`config.mk`:
```
export PLATFORM = sky130hd
export DESIGN_NAME = inst_fetch_queue
export DESIGN_NICKNAME = d
export VERILOG_FILES = /design/src/rtl/cpu_defs.sv /design/src/rtl/inst_fetch_queue.sv
export SDC_FILE = /design/constraint.sdc
export NUM_CORES = 1
export LEC_CHECK = 0
export ABC_AREA = 1
export BUFFER_PORTS_ARGS = -buffer_cell sky130_fd_sc_hd__buf_2
export CELL_PAD_IN_SITES_DETAIL_PLACEMENT = 1
export CELL_PAD_IN_SITES_GLOBAL_PLACEMENT = 2
export CORE_MARGIN = 4
export CORE_UTILIZATION = 36
export CTS_BUF_LIST = sky130_fd_sc_hd__clkbuf_16
export DETAILED_ROUTE_END_ITERATION = 10
export MAX_ROUTING_LAYER = met4
export PLACE_DENSITY_LB_ADDON = 0.25
export SYNTH_ARGS = -nofsm -noshare
export SYNTH_HDL_FRONTEND = slang
export SYNTH_SLANG_ARGS = --single-unit
```
`constraint.sdc`:
```
create_clock -name clk -period 4.45 [get_ports clk]
set_input_delay 0.445 -clock clk [delete_from_list [all_inputs] [get_ports clk]]
set_output_delay 0.445 -clock clk [all_outputs]
set_load 0.02 [all_outputs]
```
`src/rtl/cpu_defs.sv`:
```
// Shared CPU front-end types: fetch queue entry layout, depth and pop-request helper.
package cpu_defs;

  localparam int FETCH_QUEUE_DEPTH = 8;

  typedef logic [31:0] InstAddr_t;
  typedef logic [31:0] Inst_t;
  typedef logic        Bit_t;

  typedef struct packed {
    InstAddr_t pc;
    Inst_t     inst;
    Bit_t      addr_err;
  } FetchEntry_t;

  // The decoder is only two wide, so a request of 3 is folded down to 2.
  function automatic logic [1:0] pop_request(input logic [1:0] pop_cnt);
    return (pop_cnt == 2'd3) ? 2'd2 : pop_cnt;
  endfunction

endpackage

```
`src/rtl/inst_fetch_queue.sv`:
```
// Fetch-to-decode decoupling queue: two-wide push from fetch, two-wide pop to decode,
// single-cycle flush on redirect or exception.
module inst_fetch_queue
  import cpu_defs::*;
#(
  parameter int DEPTH = FETCH_QUEUE_DEPTH
) (
  input  logic                     clk,
  input  logic                     rst_n,
  input  logic                     flush,
  input  logic                     push_valid1,
  input  logic                     push_valid2,
  input  logic [31:0]              push_pc,
  input  logic [31:0]              push_inst1,
  input  logic [31:0]              push_inst2,
  input  logic                     push_addr_err,
  output logic                     full,
  input  logic [1:0]               pop_cnt,
  output logic                     out1_valid,
  output logic [31:0]              out1_pc,
  output logic [31:0]              out1_inst,
  output logic                     out1_addr_err,
  output logic                     out2_valid,
  output logic [31:0]              out2_pc,
  output logic [31:0]              out2_inst,
  output logic [$clog2(DEPTH):0]   count
);

  localparam int PW = $clog2(DEPTH);
  localparam int CW = PW + 1;

  typedef logic [PW-1:0] ptr_t;
  typedef logic [CW-1:0] cnt_t;

  FetchEntry_t mem [DEPTH];
  ptr_t        head;
  ptr_t        tail;
  cnt_t        count_q;

  logic        push_en;
  cnt_t        push_num;
  cnt_t        pop_num;
  logic [1:0]  pop_req;
  ptr_t        head_next1;
  ptr_t        tail_next1;

  // Full looks only at the registered occupancy so fetch never sees a path from pop_cnt.
  assign full  = (cnt_t'(DEPTH) - count_q) < cnt_t'(2);
  assign count = count_q;

  always_comb begin
    push_en  = push_valid1 && !full && !flush;
    push_num = '0;
    if (push_en) begin
      push_num = push_valid2 ? cnt_t'(2) : cnt_t'(1);
    end
    pop_req = pop_request(pop_cnt);
    pop_num = '0;
    if (!flush) begin
      pop_num = (cnt_t'(pop_req) > count_q) ? count_q : cnt_t'(pop_req);
    end
    head_next1 = head + ptr_t'(1);
    tail_next1 = tail + ptr_t'(1);
  end

  // Slot 2 always sits one past slot 1; its address error is never reported.
  always_ff @(posedge clk) begin
    if (push_en) begin
      mem[tail] <= '{pc: push_pc, inst: push_inst1, addr_err: push_addr_err};
      if (push_valid2) begin
        mem[tail_next1] <= '{pc: push_pc + 32'd4, inst: push_inst2, addr_err: 1'b0};
      end
    end
  end

  always_ff @(posedge clk or negedge rst_n) begin
    if (!rst_n) begin
      head    <= '0;
      tail    <= '0;
      count_q <= '0;
    end else if (flush) begin
      head    <= '0;
      tail    <= '0;
      count_q <= '0;
    end else begin
      head    <= head + ptr_t'(pop_num);
      tail    <= tail + ptr_t'(push_num);
      count_q <= count_q + push_num - pop_num;
    end
  end

  // Empty decode slots present a zero NOP so downstream never sees stale entries.
  always_comb begin
    out1_valid    = count_q >= cnt_t'(1);
    out2_valid    = count_q >= cnt_t'(2);
    out1_pc       = '0;
    out1_inst     = '0;
    out1_addr_err = 1'b0;
    out2_pc       = '0;
    out2_inst     = '0;
    if (out1_valid) begin
      out1_pc       = mem[head].pc;
      out1_inst     = mem[head].inst;
      out1_addr_err = mem[head].addr_err;
    end
    if (out2_valid) begin
      out2_pc   = mem[head_next1].pc;
      out2_inst = mem[head_next1].inst;
    end
  end

endmodule

```
# [Yosys cells after proc, flatten, opt, wreduce, memory -nomap -nowiden]
# Memory sizes are Yosys's and may differ from the RTL's.
# Cells that the tools add are included.
# W data, S select, Z words.
[totals] memories=1 reg_bits=10 mem_bits_rw=520 input_bits=104 word_cells=39 out_inout_bits=136
[op_classes] n_eq_ne=1 order_cmp=4 addsub=8 n_reduce_logical=4 mux=18
[mem_list] name="mem" words=8 word_bits=65 rd=2 rd_clocked_by_memory_dff=0 write_ports=2 line_no="inst_fetch_queue.sv:35" source="FetchEntry_t mem [DEPTH];"
[ops] cell="$mux W32" count=4
[ops] cell="$add A32 B3 Y32 const B" count=1
[ops] cell="$mux W4" count=3
[ops] cell="$add A3 B1 Y3 const B" count=2
[ops] cell="$mux W1" count=6
[ops] cell="$mux W2" count=3
[ops] cell="$mux W3" count=2
[ops] cell="$add A4 B2 Y4" count=1
[ops] cell="$ge A4 B1 Y1 const B" count=1
[ops] cell="$ge A4 B2 Y1 const B" count=1
[ops] cell="$gt A2 B4 Y1" count=1
[ops] cell="$lt A4 B2 Y1 const B" count=1
[ops] cell="$sub A4 B4 Y4" count=1
[ops] cell="$sub A4 B4 Y4 const A" count=1
[ops] cell="$add A3 B2 Y3" count=1
[ops] cell="$add A3 B3 Y3" count=1
[ops] cell="$eq A2 B2 Y1 const B" count=1
[ops] cell="$logic_and A1 B1 Y1" count=2
[ops] cell="$logic_not A1 Y1" count=2

# [Depth between registers and ports, before layout]
[logic_depth] word_depth=9 mapped_depth=16 ltp_nobuf=16

# [Worst setup path after synthesis]
# Ideal clock, no wire load.
[synth_path] path_type="flip-flop to flip-flop" startpoint="register count_q[1], in the netlist count[1]" endpoint="memory mem[3][10] (netlist bit), enable pin" required_time_ps=3758 stages_incl_launch_ff=11 n_path_buf=2 period_less_slack_ps=3567 setup_slack_ps=883 t_arrival_ps=2875 cell_sequence="dfrtp_1 > inv_1 > ha_1 > inv_1 > nand2_1 > nor2_1 > nand3_4 > nand4_1 > clkbuf_2 > buf_6 > nand2_1"
[synth_lines] item="start: declaration" line_no="inst_fetch_queue.sv:38" source="cnt_t count_q;"
[synth_lines] item="start signal: assignment" line_no="inst_fetch_queue.sv:88" source="count_q <= count_q + push_num - pop_num;"
[synth_lines] item="end: declaration" line_no="inst_fetch_queue.sv:35"

# [Worst setup path after layout]
[layout_path] startpoint="register head[0]" endpoint="output port out2_inst[16]"
[layout_between] elab_chain_cells=3
[layout_lines] item="start: declaration" line_no="inst_fetch_queue.sv:36" source="ptr_t head;"
[layout_lines] item="start signal: assignment" line_no="inst_fetch_queue.sv:86" source="head <= head + ptr_t'(pop_num);"
[layout_lines] item="$add A3 B1 Y3" line_no="inst_fetch_queue.sv:62" source="head_next1 = head + ptr_t'(1);"
[layout_lines] item="$mem_v2 Z8 W65"
[layout_lines] item="$mux W32" line_no="inst_fetch_queue.sv:106" source="if (out2_valid) begin"
[layout_lines] item="end: declaration" line_no="inst_fetch_queue.sv:25" source="output logic [31:0] out2_inst,"
# No other way between the ends.

==> flow_summary.toml <==
[outcome]
run_status = "complete, no violations"

[clock_network]
numCtsBuffers = 69
number_of_h_tree_levels = 3
clock-sinks = 530
tritoncts = "yes"
clk_pin_slew_ns = 0.06
ctsLongestPathBuffers = 3
clk_latency_ns = 0.62
cts_root_buffer = "clkbuf_16"
postCtsSetupRepairBufs = 0

[yosys]
netlist_top_cells_count = "nand2_1 (1156), nand3_1 (598), a21oi_1 (536)"
synth-edff-count = 512
yosys.area.top_type = "edfxtp_1"
avgSynthCellArea_um2 = 7.42
synth.ff_latch_count = 530
yosys.cell_types.count = 38
netlist_instances = 4708
main_combinational_cell_family_by_area_after_synthesis = "simple AND/OR/NAND/NOR gates"
synth.area.mux_share_pct = 0
yosysWarnings = 0
yosys.area_share.simple_pct = 28.7
synth_area_in_xor_xnor_pct = 0.462
netlist_top_cells_area = "edfxtp_1 (44%), nand2_1 (12%), nand3_1 (8.6%)"
area_fraction_in_compound_gates_after_synthesis_pct = 15.5
seq_area_frac_synth_pct = 45.2
postSynthNetCount = 4833
yosys.area.top_type_share_pct = 44.0
post-synth-top-count-cell = "nand2_1"
synth_flop_cell = "edfxtp_1"
synth_fa_ha_area_share_pct = 0.839
syn-cell-area_um2 = 34900
synth-async-reset-ratio_pct = 1.89

[place]
hpwlAfterDp_um = 92000
io_buffers = 239
gp_congestion = 0.832
preCtsSetupSlack_ns = 0.773

[min_path]
min-delay-path-class = "in -> reg"

[worst_setup_path]
cp-start-kind = "flop"
critical_path_required_ns = 4.01
end_kind = "output pin"
timing.critical_path.fanout_max = 52
worstSetupPathType = "reg -> out"
critPathArrivalTime_ns = 3.74

[sta]
finalHoldViolations = 0
finalSetupTns_ns = 0
period_share_pct = 94.1
maxSlewHeadroom_pct = 24.4
max_clock_freq_mhz = 239
rsz0062_at_grt = "no"
final.setup_skew_ns = 0.0157
postLayoutSetupSlackWorst_ns = 0.261
finalCriticalPeriod_ns = 4.19
timing.final.setup_violations = 0
drv_slew = 0
timing_worst_slew_pin_value_ns = 1.13

[power_and_ir_drop]
power.density_cell_area_nw_per_um2 = 648
power.leakage_uw = 0.0157
ir_drop_v = 0.000615

[layout]
share_of_post_route_cells_with_drive_strength_above_1_pct = 11.4
fin_nets = 4809
layout_area_overhead_pct = 11.4

[grt]
grt_pass1_vias = 34725
maximum_number_of_pins_on_one_net_before_global_route_repair = 201
antenna_found_initial = 13
grt_overflow_total = 0
first_pass_grt_wire_length_um = 231000
grt_use_total_pct = 30.7

[floorplanning]
floorplan.die.width_um = 319
boundaryPins = 240
die-area_um2 = 102000
initial_cell_density_of_the_core_pct = 36.5
die_h_um = 319
coreArea_um2 = 95600
row_count = 113

[route]
first_pass_iters = 6
route.detailed.drc = 0
first_iter_violations = 3037
dr_total_vias = 34846
via_per_inst = 5.80
detail-route-antenna-nets = 0
routed_wirelength_um = 157000
wl_per_cell_um = 26.1

[job]
max_cap_viol_count = 0
==> per-layer routing <==
| layer | track usage [%] | share of wire, % | wire (µm) | vias to the layer above |
|---|---|---|---|---|
| met3 | 3.81 | 6.1 | 9630 | 305 |
| met2 | 51.6 | 49 | 76200 | 1298 |
| met1 | 38.5 | 42 | 65400 | 17402 |
| met5 | - | 0 | 0 | - |
| met4 | 10.0 | 3.7 | 5860 | 0 |
| li1 | - | - | - | 15841 |
==> report_power, final <==
part | total, µW | switching [µW] | leakage, µW | internal, µW
logic | 13700 | 10000 | 0.0100 | 3680
registers | 6120 | 263 | 0.00459 | 5850
clock network | 5350 | 2310 | 0.00108 | 3040
total | 25200 | 12600 | 0.0157 | 12600
==> final timing paths <==
| check | from | endpoint | slack [ns] | depth (start not counted) |
|---|---|---|---|---|
| setup / recovery | head[0]$_DFF_PN0_ | out2_inst[16] | 0.26 | 9 |
| hold / removal | push_inst2[26] | mem[4][27]$_DFFE_PP_ | 0.19 | 3 |
| setup reg to reg | count[1]$_DFF_PN0_ | mem[2][58]$_DFFE_PP_ | 0.95 | 11 |
| hold reg to reg | mem[3][0]$_SDFFE_PP0P_ | mem[3][0]$_SDFFE_PP0P_ | 0.53 | 4 |
| max in group asynchronous | rst_n | head[0]$_DFF_PN0_ | 3.90 | 2 |
| min in group asynchronous | rst_n | count[0]$_DFF_PN0_ | 0.27 | 2 |
==> registers in the layout, summed over array words and instances, names as in the netlist <==
| register | cells |
|---|---|
| tail | 3 |
| mem | 520 |
| count | 4 |
| head | 3 |
==> worst max-delay path, stage by stage, from the launching register on <==
cell and delay, ns:
dfrtp_4 0.63, ha_4 0.49, inv_6 0.50, buf_4 0.44
buf_4 0.27, a21oi_1 0.05, o21ai_0 0.10, a21oi_1 0.08
nor3_1 0.29, buf_2 0.23
==> final cells by class <==
| cell class | instances | area [µm²] |
|---|---|---|
| antenna | 10 | 25.0 |
| clock buffer | 71 | 1780 |
| clock inverter | 49 | 288 |
| fill | 11835 | 56700 |
| inverter | 307 | 1180 |
| multi-input combinational | 3440 | 16000 |
| sequential | 530 | 15800 |
| tap | 1265 | 1580 |
| timing repair buffer | 336 | 2210 |
==> kinds of logic after synthesis <==
kind of cell	count (synthesis)
AOI/OAI and AO/OA	1081
adders and majority gates	21
DFF	530
xor gates and xnor gates	15
buffers and inverters	738
and+or+nand+nor	2323
==> timing repair <==
| action | 4_1_cts | 5_1_grt |
|---|---|---|
| setup endpoints to repair | 0 | 1 |
| hold endpoints to repair | 10 | 0 |
| resized for setup | 0 | 1 |
| hold buffers | 1 | 0 |
==> stage by stage <==
step           cells  total power, µW  hold slack (ns)  util, %  instance area [µm²]
4_1_cts         5998            25300            0.161     40.7                38900
5_1_grt         6005            26600            0.179     40.7                38900
6_report        6008            25200            0.190     40.7                38900
3_3_place_gp    5877            19800            0.363     38.5                36800
3_5_place_dp    5877            19900            0.364     38.5                36800
2_1_floorplan   4708            14600            0.149        -                34900
==> placed cells by master (no fill, tap or decap), drive strengths merged, types with 3 or more instances in the layout <==
cell	netlist	routed
xnor2	4	4
nor3	129	129
buf	202	335
bufinv	0	3
a21oi	536	536
or2	64	64
nor2	361	361
fa	4	4
nand4	9	9
clkinv	1	27
diode	0	10
ha	17	17
clkbuf	229	71
o21ai	540	540
xor2	11	11
inv	306	324
nand3	601	601
nand2	1159	1159
dfrtp	10	10
dfxtp	8	8
edfxtp	512	512
Note: power is estimated with default switching activity, not from simulation.
